`config.mk`:
```
export PLATFORM = sky130hd
export DESIGN_NAME = ex_mem_branch_resolve_flat
export DESIGN_NICKNAME = d
export VERILOG_FILES = /design/src/rtl/ex_mem_branch_resolve_if.sv /design/src/rtl/ex_mem_branch_resolve.sv /design/src/flat_wrapper.sv
export SDC_FILE = /design/constraint.sdc
export NUM_CORES = 1
export LEC_CHECK = 0
export BUFFER_PORTS_ARGS = -buffer_cell sky130_fd_sc_hd__buf_2
export CAP_MARGIN = 20
export CORE_UTILIZATION = 40
export CTS_CLUSTER_DIAMETER = 80
export DETAILED_ROUTE_END_ITERATION = 10
export PLACE_DENSITY = 0.67
export SYNTH_ARGS = -nofsm -noshare
export SYNTH_HDL_FRONTEND = slang
export SYNTH_SLANG_ARGS = --single-unit
```
`constraint.sdc`:
```
create_clock -name clk -period 18.15 [get_ports clk]
set_input_delay 4.5375 -clock clk [delete_from_list [all_inputs] [get_ports clk]]
set_output_delay 4.5375 -clock clk [all_outputs]
set_load 0.005 [all_outputs]
```
`src/rtl/ex_mem_branch_resolve_if.sv`:
```
// EX/MEM stage bus: EX-side inputs, MEM-side latched fields,
// redirect, predictor update and branch statistics.
interface ex_mem_branch_resolve_if #(
    parameter int REG_W = 5,
    parameter int CNT_W = 32
);
    logic             ex_valid;
    logic [31:0]      ex_res;
    logic             ex_zero;
    logic [31:0]      ex_store_data;
    logic [REG_W-1:0] ex_rd;
    logic             ex_reg_write;
    logic             ex_mem_read;
    logic             ex_mem_write;
    logic             ex_is_branch;
    logic             ex_br_ne;
    logic             ex_pred_taken;
    logic [31:0]      ex_pc;
    logic [31:0]      ex_br_target;
    logic             mem_stall;

    logic             mem_valid;
    logic [31:0]      mem_alu_res;
    logic [31:0]      mem_store_data;
    logic [REG_W-1:0] mem_rd;
    logic             mem_reg_write;
    logic             mem_mem_read;
    logic             mem_mem_write;
    logic             redirect_valid;
    logic [31:0]      redirect_pc;
    logic             flush;
    logic             bp_upd_valid;
    logic [31:0]      bp_upd_pc;
    logic             bp_upd_taken;
    logic [CNT_W-1:0] br_count;
    logic [CNT_W-1:0] mispred_count;

    modport master (
        input  ex_valid, ex_res, ex_zero, ex_store_data, ex_rd,
               ex_reg_write, ex_mem_read, ex_mem_write,
               ex_is_branch, ex_br_ne, ex_pred_taken,
               ex_pc, ex_br_target, mem_stall,
        output mem_valid, mem_alu_res, mem_store_data, mem_rd,
               mem_reg_write, mem_mem_read, mem_mem_write,
               redirect_valid, redirect_pc, flush,
               bp_upd_valid, bp_upd_pc, bp_upd_taken,
               br_count, mispred_count
    );

    modport slave (
        output ex_valid, ex_res, ex_zero, ex_store_data, ex_rd,
               ex_reg_write, ex_mem_read, ex_mem_write,
               ex_is_branch, ex_br_ne, ex_pred_taken,
               ex_pc, ex_br_target, mem_stall,
        input  mem_valid, mem_alu_res, mem_store_data, mem_rd,
               mem_reg_write, mem_mem_read, mem_mem_write,
               redirect_valid, redirect_pc, flush,
               bp_upd_valid, bp_upd_pc, bp_upd_taken,
               br_count, mispred_count
    );
endinterface

```
`src/rtl/ex_mem_branch_resolve.sv`:
```
// EX/MEM pipeline register with branch resolution, redirect,
// wrong-path squash and saturating branch statistics.
module ex_mem_branch_resolve #(
    parameter int REG_W        = 5,
    parameter int PC_INC       = 4,
    parameter int SQUASH_SLOTS = 2,
    parameter int CNT_W        = 32
) (
    input logic                     clk,
    input logic                     rst,
    ex_mem_branch_resolve_if.master bus
);
    typedef enum logic {RUN, SQUASH} state_t;

    state_t     state_q, state_d;
    logic [2:0] cnt_q, cnt_d;

    logic        accept;
    logic        taken;
    logic        mispredict;
    logic        resolve;
    logic [31:0] corr_pc;

    logic             valid_q;
    logic [31:0]      res_q;
    logic [31:0]      sd_q;
    logic [REG_W-1:0] rd_q;
    logic             rw_q, mr_q, mw_q;
    logic             redir_q;
    logic [31:0]      redir_pc_q;
    logic             upd_q;
    logic [31:0]      upd_pc_q;
    logic             upd_taken_q;
    logic [CNT_W-1:0] br_q, mis_q;

    assign accept     = bus.ex_valid & ~bus.mem_stall
                      & (state_q == RUN);
    assign taken      = bus.ex_br_ne ? ~bus.ex_zero : bus.ex_zero;
    assign resolve    = accept & bus.ex_is_branch;
    assign mispredict = resolve & (taken != bus.ex_pred_taken);
    assign corr_pc    = taken ? bus.ex_br_target
                              : bus.ex_pc + 32'(PC_INC);

    always_comb begin
        state_d = state_q;
        cnt_d   = cnt_q;
        if (!bus.mem_stall) begin
            unique case (1'b1)
                (state_q == RUN): begin
                    if (mispredict) begin
                        state_d = SQUASH;
                        cnt_d   = 3'(SQUASH_SLOTS);
                    end
                end
                (state_q == SQUASH): begin
                    // last dropped slot returns to RUN
                    cnt_d = cnt_q - 3'd1;
                    if (cnt_q == 3'd1)
                        state_d = RUN;
                end
                default: ;
            endcase
        end
    end

    always_ff @(posedge clk or posedge rst) begin
        if (rst) begin
            state_q <= RUN;
            cnt_q   <= '0;
        end else begin
            state_q <= state_d;
            cnt_q   <= cnt_d;
        end
    end

    always_ff @(posedge clk or posedge rst) begin
        if (rst) begin
            valid_q <= 1'b0;
            res_q   <= '0;
            sd_q    <= '0;
            rd_q    <= '0;
            rw_q    <= 1'b0;
            mr_q    <= 1'b0;
            mw_q    <= 1'b0;
        end else if (!bus.mem_stall) begin
            valid_q <= accept;
            res_q   <= bus.ex_res;
            sd_q    <= bus.ex_store_data;
            rd_q    <= bus.ex_rd;
            rw_q    <= bus.ex_reg_write & accept;
            mr_q    <= bus.ex_mem_read & accept;
            mw_q    <= bus.ex_mem_write & accept;
        end
    end

    always_ff @(posedge clk or posedge rst) begin
        if (rst) begin
            redir_q     <= 1'b0;
            redir_pc_q  <= '0;
            upd_q       <= 1'b0;
            upd_pc_q    <= '0;
            upd_taken_q <= 1'b0;
            br_q        <= '0;
            mis_q       <= '0;
        end else begin
            redir_q <= mispredict;
            upd_q   <= resolve;
            if (mispredict)
                redir_pc_q <= corr_pc;
            if (resolve) begin
                upd_pc_q    <= bus.ex_pc;
                upd_taken_q <= taken;
            end
            if (resolve && br_q != '1)
                br_q <= br_q + 1'b1;
            if (mispredict && mis_q != '1)
                mis_q <= mis_q + 1'b1;
        end
    end

    assign bus.mem_valid      = valid_q;
    assign bus.mem_alu_res    = res_q;
    assign bus.mem_store_data = sd_q;
    assign bus.mem_rd         = rd_q;
    assign bus.mem_reg_write  = rw_q;
    assign bus.mem_mem_read   = mr_q;
    assign bus.mem_mem_write  = mw_q;
    assign bus.redirect_valid = redir_q;
    assign bus.redirect_pc    = redir_pc_q;
    assign bus.flush          = redir_q;
    assign bus.bp_upd_valid   = upd_q;
    assign bus.bp_upd_pc      = upd_pc_q;
    assign bus.bp_upd_taken   = upd_taken_q;
    assign bus.br_count       = br_q;
    assign bus.mispred_count  = mis_q;
endmodule

```
`src/flat_wrapper.sv`:
```
// flat-port wrapper written by rule: the top's interface ports become plain ports
module ex_mem_branch_resolve_flat 
#(
    parameter int REG_W        = 5,
    parameter int PC_INC       = 4,
    parameter int SQUASH_SLOTS = 2,
    parameter int CNT_W        = 32
)
  (clk, rst, bus_ex_valid, bus_ex_res, bus_ex_zero, bus_ex_store_data, bus_ex_rd, bus_ex_reg_write, bus_ex_mem_read, bus_ex_mem_write, bus_ex_is_branch, bus_ex_br_ne, bus_ex_pred_taken, bus_ex_pc, bus_ex_br_target, bus_mem_stall, bus_mem_valid, bus_mem_alu_res, bus_mem_store_data, bus_mem_rd, bus_mem_reg_write, bus_mem_mem_read, bus_mem_mem_write, bus_redirect_valid, bus_redirect_pc, bus_flush, bus_bp_upd_valid, bus_bp_upd_pc, bus_bp_upd_taken, bus_br_count, bus_mispred_count);
  ex_mem_branch_resolve_if #(.REG_W(REG_W), .CNT_W(CNT_W)) bus_i ();
  input logic clk;
  input logic rst;
  input wire logic [$bits(bus_i.ex_valid)-1:0] bus_ex_valid;
  input wire logic [$bits(bus_i.ex_res)-1:0] bus_ex_res;
  input wire logic [$bits(bus_i.ex_zero)-1:0] bus_ex_zero;
  input wire logic [$bits(bus_i.ex_store_data)-1:0] bus_ex_store_data;
  input wire logic [$bits(bus_i.ex_rd)-1:0] bus_ex_rd;
  input wire logic [$bits(bus_i.ex_reg_write)-1:0] bus_ex_reg_write;
  input wire logic [$bits(bus_i.ex_mem_read)-1:0] bus_ex_mem_read;
  input wire logic [$bits(bus_i.ex_mem_write)-1:0] bus_ex_mem_write;
  input wire logic [$bits(bus_i.ex_is_branch)-1:0] bus_ex_is_branch;
  input wire logic [$bits(bus_i.ex_br_ne)-1:0] bus_ex_br_ne;
  input wire logic [$bits(bus_i.ex_pred_taken)-1:0] bus_ex_pred_taken;
  input wire logic [$bits(bus_i.ex_pc)-1:0] bus_ex_pc;
  input wire logic [$bits(bus_i.ex_br_target)-1:0] bus_ex_br_target;
  input wire logic [$bits(bus_i.mem_stall)-1:0] bus_mem_stall;
  output wire logic [$bits(bus_i.mem_valid)-1:0] bus_mem_valid;
  output wire logic [$bits(bus_i.mem_alu_res)-1:0] bus_mem_alu_res;
  output wire logic [$bits(bus_i.mem_store_data)-1:0] bus_mem_store_data;
  output wire logic [$bits(bus_i.mem_rd)-1:0] bus_mem_rd;
  output wire logic [$bits(bus_i.mem_reg_write)-1:0] bus_mem_reg_write;
  output wire logic [$bits(bus_i.mem_mem_read)-1:0] bus_mem_mem_read;
  output wire logic [$bits(bus_i.mem_mem_write)-1:0] bus_mem_mem_write;
  output wire logic [$bits(bus_i.redirect_valid)-1:0] bus_redirect_valid;
  output wire logic [$bits(bus_i.redirect_pc)-1:0] bus_redirect_pc;
  output wire logic [$bits(bus_i.flush)-1:0] bus_flush;
  output wire logic [$bits(bus_i.bp_upd_valid)-1:0] bus_bp_upd_valid;
  output wire logic [$bits(bus_i.bp_upd_pc)-1:0] bus_bp_upd_pc;
  output wire logic [$bits(bus_i.bp_upd_taken)-1:0] bus_bp_upd_taken;
  output wire logic [$bits(bus_i.br_count)-1:0] bus_br_count;
  output wire logic [$bits(bus_i.mispred_count)-1:0] bus_mispred_count;
  assign bus_i.ex_valid = bus_ex_valid;
  assign bus_i.ex_res = bus_ex_res;
  assign bus_i.ex_zero = bus_ex_zero;
  assign bus_i.ex_store_data = bus_ex_store_data;
  assign bus_i.ex_rd = bus_ex_rd;
  assign bus_i.ex_reg_write = bus_ex_reg_write;
  assign bus_i.ex_mem_read = bus_ex_mem_read;
  assign bus_i.ex_mem_write = bus_ex_mem_write;
  assign bus_i.ex_is_branch = bus_ex_is_branch;
  assign bus_i.ex_br_ne = bus_ex_br_ne;
  assign bus_i.ex_pred_taken = bus_ex_pred_taken;
  assign bus_i.ex_pc = bus_ex_pc;
  assign bus_i.ex_br_target = bus_ex_br_target;
  assign bus_i.mem_stall = bus_mem_stall;
  assign bus_mem_valid = bus_i.mem_valid;
  assign bus_mem_alu_res = bus_i.mem_alu_res;
  assign bus_mem_store_data = bus_i.mem_store_data;
  assign bus_mem_rd = bus_i.mem_rd;
  assign bus_mem_reg_write = bus_i.mem_reg_write;
  assign bus_mem_mem_read = bus_i.mem_mem_read;
  assign bus_mem_mem_write = bus_i.mem_mem_write;
  assign bus_redirect_valid = bus_i.redirect_valid;
  assign bus_redirect_pc = bus_i.redirect_pc;
  assign bus_flush = bus_i.flush;
  assign bus_bp_upd_valid = bus_i.bp_upd_valid;
  assign bus_bp_upd_pc = bus_i.bp_upd_pc;
  assign bus_bp_upd_taken = bus_i.bp_upd_taken;
  assign bus_br_count = bus_i.br_count;
  assign bus_mispred_count = bus_i.mispred_count;
  ex_mem_branch_resolve #(.REG_W(REG_W), .PC_INC(PC_INC), .SQUASH_SLOTS(SQUASH_SLOTS), .CNT_W(CNT_W)) u_core (.clk(clk), .rst(rst), .bus(bus_i));
endmodule
```
# Yosys cells after proc, flatten, opt, wreduce, memory -nomap -nowiden
# Index checks and enable logic that the tools add are counted.
[totals]
regBits = 208
out_inout_bits = 205
[classes]
add_sub_neg = 4
eq_ne = 5
mux = 7
bitwise = 10
n_reduce_logical = 3
[ops]
columns = ["operator", "n"]
rows = [
  ["$add A32 B1 Y32 const B", 2],
  ["$ne A32 B32 Y1 const B", 2],
  ["$add A32 B3 Y32 const B", 1],
  ["$mux W32", 1],
  ["$and A1 B1 Y1", 7],
  ["$pmux W3 S2", 1],
  ["$eq A3 B1 Y1 const B", 1],
  ["$mux W1", 3],
  ["$mux W3", 1],
  ["$not A1 Y1", 3],
  ["$sub A3 B1 Y3 const B", 1],
  ["$logic_and A1 B1 Y1", 2],
  ["$ne A2 B1 Y1 const B", 1],
  ["$pmux W1 S2", 1],
  ["$reduce_and A2 Y1", 1],
  ["$ne A1 B1 Y1", 1],
]

# Longest topological paths before layout
[depth]
word_depth = 7
ltp_mapped = 9

# Least setup slack after synthesis
# OpenSTA, ideal clock, no wires.
[synth_timing]
path_kind = "input to register"
from = "input bus_mem_stall"
to = "register u_core.mis_q[26] (netlist: u_core.bus.mispred_count[26])"
arrival_ns = 5.953
required_ns = 18.026
path_slack_ns = 12.073
path_stages = 7
path_cell_list = "clkbuf_1 > nand3b_2 > clkinv_1 > nand2_4 > a2111oi_4 > nand4_1 > xnor2_1"
[synth_between]
elab_chain_cells = 6
[synth_lines]
columns = ["element", "line", "text"]
rows = [
  ["start, declared", "flat_wrapper.sv:26", "input wire logic [$bits(bus_i.mem_stall)-1:0] bus_mem_stall;"],
  ["$not A1 Y1 (no source line)", "n/a", ""],
  ["$and A1 B1 Y1", "ex_mem_branch_resolve.sv:36", "assign accept = bus.ex_valid & ~bus.mem_stall"],
  ["$and A1 B1 Y1", "ex_mem_branch_resolve.sv:37", "& (state_q == RUN);"],
  ["$and A1 B1 Y1", "ex_mem_branch_resolve.sv:39", "assign resolve = accept & bus.ex_is_branch;"],
  ["$and A1 B1 Y1", "ex_mem_branch_resolve.sv:40", "assign mispredict = resolve & (taken != bus.ex_pred_taken);"],
  ["$logic_and A1 B1 Y1", "ex_mem_branch_resolve.sv:116", "if (mispredict && mis_q != '1)"],
  ["end signal, assigned", "ex_mem_branch_resolve.sv:117", "mis_q <= mis_q + 1'b1;"],
  ["end, declared", "ex_mem_branch_resolve.sv:34", "logic [CNT_W-1:0] br_q, mis_q;"],
]
# Every way passes these cells.
# A chain may end at the register's enable or synchronous reset.

# Worst setup path after layout
[layout_timing]
from = "input bus_ex_valid"
to = "register u_core.redir_pc_q[30] (netlist: u_core.bus.redirect_pc[30])"
[layout_between]
elab_chain_cells = 4
[layout_lines]
columns = ["element", "line", "text"]
rows = [
  ["start, declared", "flat_wrapper.sv:13", "input wire logic [$bits(bus_i.ex_valid)-1:0] bus_ex_valid;"],
  ["$and A1 B1 Y1", "ex_mem_branch_resolve.sv:36", ""],
  ["$and A1 B1 Y1", "ex_mem_branch_resolve.sv:37", ""],
  ["$and A1 B1 Y1", "ex_mem_branch_resolve.sv:39", ""],
  ["$and A1 B1 Y1", "ex_mem_branch_resolve.sv:40", ""],
  ["end signal, assigned", "ex_mem_branch_resolve.sv:109", "redir_pc_q <= corr_pc;"],
  ["end, declared", "ex_mem_branch_resolve.sv:30", "logic [31:0] redir_pc_q;"],
]
# Every way passes these cells.

==> run metrics <==
first-pass GRT wire length=42500 um; Setup Buffers After CTS=0; Buf/Inv on CP=4; Main synth FF type=dfrtp_1; DP Wirelength=20000 um; met1 Usage GRT=29.1%; Max FO, Critical Path=46; count leader, synth=dfrtp_1; required time of the critical path=18.53 ns; post-synth net total=1004; Max stage delay on crit path=0.45 ns; area leader, netlist=dfrtp_1; startpoint class of the critical path=input pin; Yosys cell types=53; met3 usage=4.51%; Initial DRT Pass Iterations=4; HP Class=reg2reg; CTS Buf Count=23; clock skew=0.00592 ns; Critical Path Slowest Stage Cell=nand2_4; routed len/inst=18.0 um; final core utilization=53.2%; mapped cell area=0.00936 mm2; Final min period=6.56 ns; Worst R2R End=u_core.bus.mispred_count[29]; worst-path cell chain=buf_2 > nor2b_2 > nand3b_2 > buf_4 > clkinv_1 > nand2_4 > inv_2 > and3_1 > mux2i_1 > nand3_1; core area=0.0228 mm2; die width=155 um; Synth async-reset ratio=100%; slew of the pin with the lowest slew margin=0.986 ns; filler instances=2115; Max clock buf depth=3; hold buffers post-CTS=0; Final ANT Viol Nets=0; Initial Util=41.1%; setup_tns=0 ns; hold path depth=2; Reg2Reg Setup Slack=15.27 ns; Synth area leaders=dfrtp_1 (56%), mux2_2 (8.4%), xnor2_1 (6.0%), nand2_1 (6.0%), nand4_1 (2.4%); Hold Crit Start=u_core.bus.bp_upd_pc[23]; normalized max-slew margin=34.3%; Ant. Diodes=0; final worst-path cycle share=36.1%; largest net degree at the start of global routing=103; Place WS=11.12 ns; Slew Viols, Final=0; Register-to-Register Path Depth=8; clk sink count=208; cts repair resizes=0; Clock Latency Late Sink=0.50 ns; Die H=155 um; CTS tree=done; commonest cells in the netlist=dfrtp_1 (208), nand2_1 (149), mux2_2 (70), xnor2_1 (64), nand3_1 (41); M2 GR Usage=37.8%; drt drc=0; drt total wl=27400 um; Synth Register Bits=208; fin area=0.0121 mm2; Worst EP arrival=6.94 ns; Nets=1344; vias in the first global route=7478; final worst slack=11.59 ns; area post-placement=0.0114 mm2; Post-synth EDFFs=0; Hold EP=u_core.bus.bp_upd_pc[23]; P&R area growth vs syn=29.5%; # IOs=349; GRT Util Overall=22.4%; Max Fclk=153 MHz; RSZ-0062 raised after global routing=false; Leak=6.06 nW; vias=7683; H-tree levels=1; routability cong.=0.835; Most Crowded Layer GR=met2; # setup viols final=0; gate count of the mapped netlist=855; Avg Inst Size Synth=10.9 um2; Yosys Warn Count=0; post-synth top area share=55.6%; CP endpoint kind=register; # rows=55; Clk pin slew, worst setup/hold paths=0.06 ns; share of cells above drive strength 1=39.5%; CP delay by family, top=buffers and inverters; Via-to-Cell Ratio=5.05; Crit Path Category=in2reg; total power per unit cell area=113 mW/mm2; FF-to-FF Start=u_core.state_q; status=complete, no violations; Max-Cap Viols=0; I/O Buffers=348; die area=0.0240 mm2; sequential share of the synthesized area=55.6%; Final Total Pwr=0.00137 W; gr ovfl total=0; initial antenna violation count=1; maximum VDD drop=67.4 uV; final hold violations=0; CTS root buffer=clkbuf_16; DR iter-0 viols=442
-- report_power, final --
group	leakage (nW)	switching (W)	total (W)	internal (W)
combinational	3.09	0.000154	0.000290	0.000136
clock	0.350	0.000180	0.000453	0.000273
sequential	2.62	0.0000614	0.000624	0.000563
-- per-stage QoR --
stage | instances | hold WS, ns
3_3_place_gp | 1483 | 0.454
4_1_cts | 1521 | 0.480
2_1_floorplan | 855 | 0.470
6_report | 1521 | 0.470
5_1_grt | 1521 | 0.497
3_5_place_dp | 1483 | 0.461
-- registers in the layout (all words and copies together) (netlist names) --
name	flops
u_core.bus.bp_upd_pc	32
u_core.bus.br_count	32
u_core.bus.mem_alu_res	32
u_core.bus.mem_store_data	32
u_core.bus.mispred_count	32
u_core.bus.redirect_pc	32
u_core.bus.mem_rd	5
u_core.cnt_q	3
u_core.bus.bp_upd_taken	1
u_core.bus.bp_upd_valid	1
u_core.bus.flush	1
u_core.bus.mem_mem_read	1
u_core.bus.mem_mem_write	1
u_core.bus.mem_reg_write	1
u_core.bus.mem_valid	1
u_core.state_q	1
-- logic make-up (layout without fill, tap and decap cells) --
family,Yosys count,count (layout),share of synthesized area [%]
adders and majority gates,5,5,0.668
muxes,80,80,9.50
buffers and inverters,54,407,2.33
xor gates and xnor gates,88,88,8.41
and+or+nand+nor,347,347,18.7
AOI/OAI and AO/OA,73,73,4.75
DFF,208,208,55.6
-- worst max path at each step --
stage,to,slack (ns),cells after the start,from
after global routing,u_core.bus.redirect_pc[24],11.39,10,bus_ex_valid
after detailed placement,u_core.bus.redirect_pc[16],11.12,10,bus_ex_valid
final,u_core.bus.redirect_pc[30],11.59,10,bus_ex_valid
after global placement,u_core.bus.mispred_count[27],11.18,9,bus_ex_valid
after floorplan,u_core.bus.bp_upd_pc[0],7.93,1,rst
after CTS,u_core.bus.redirect_pc[30],11.63,10,bus_ex_valid
-- placed cells by master (no fill, tap or decap), types with 3 or more instances in the layout --
cell	synthesis	routed
clkbuf_1	22	7
a21oi_1	14	14
nand4_1	36	36
o21ai_1	5	5
o21ai_0	37	37
buf_2	9	348
xnor2_1	64	63
ha_1	5	5
and3_1	31	31
inv_1	11	10
dfrtp_1	208	208
mux2_2	70	70
nor3_1	15	15
mux2i_1	9	9
nor2_1	33	33
xor2_1	23	22
buf_4	1	7
a31oi_1	4	4
nor4_1	5	5
and4_1	10	10
nand3_1	41	41
and2_1	5	5
nand2_1	149	149
clkbuf_16	0	23
or2_1	3	3
clkbuf_8	0	3
-- routing by layer --
metal,vias up,wire (um)
met4,0,741
met2,259,13300
met5,-,0
met3,42,1830
met1,3742,11500
li1,3640,-
-- worst min-delay path: cells and delay by family, from the launching register on --
| kind | cells | cell delay [ns] |
|---|---|---|
| flip-flops | 1 | 0.34 |
| AND/OR/NAND/NOR | 2 | 0.10 |
-- cell type report --
type / count / area (um2) / area share, %
clock buffers: 33 / 643 / 5.30
clock inverters: 5 / 77.6 / 0.640
inverters: 14 / 60.1 / 0.495
multi-input cells: 593 / 3950 / 32.6
flip-flops and latches: 208 / 5200 / 42.9
well taps: 313 / 392 / 3.23
repair buffers: 355 / 1790 / 14.8
Note: power is estimated with default switching activity, not from simulation.
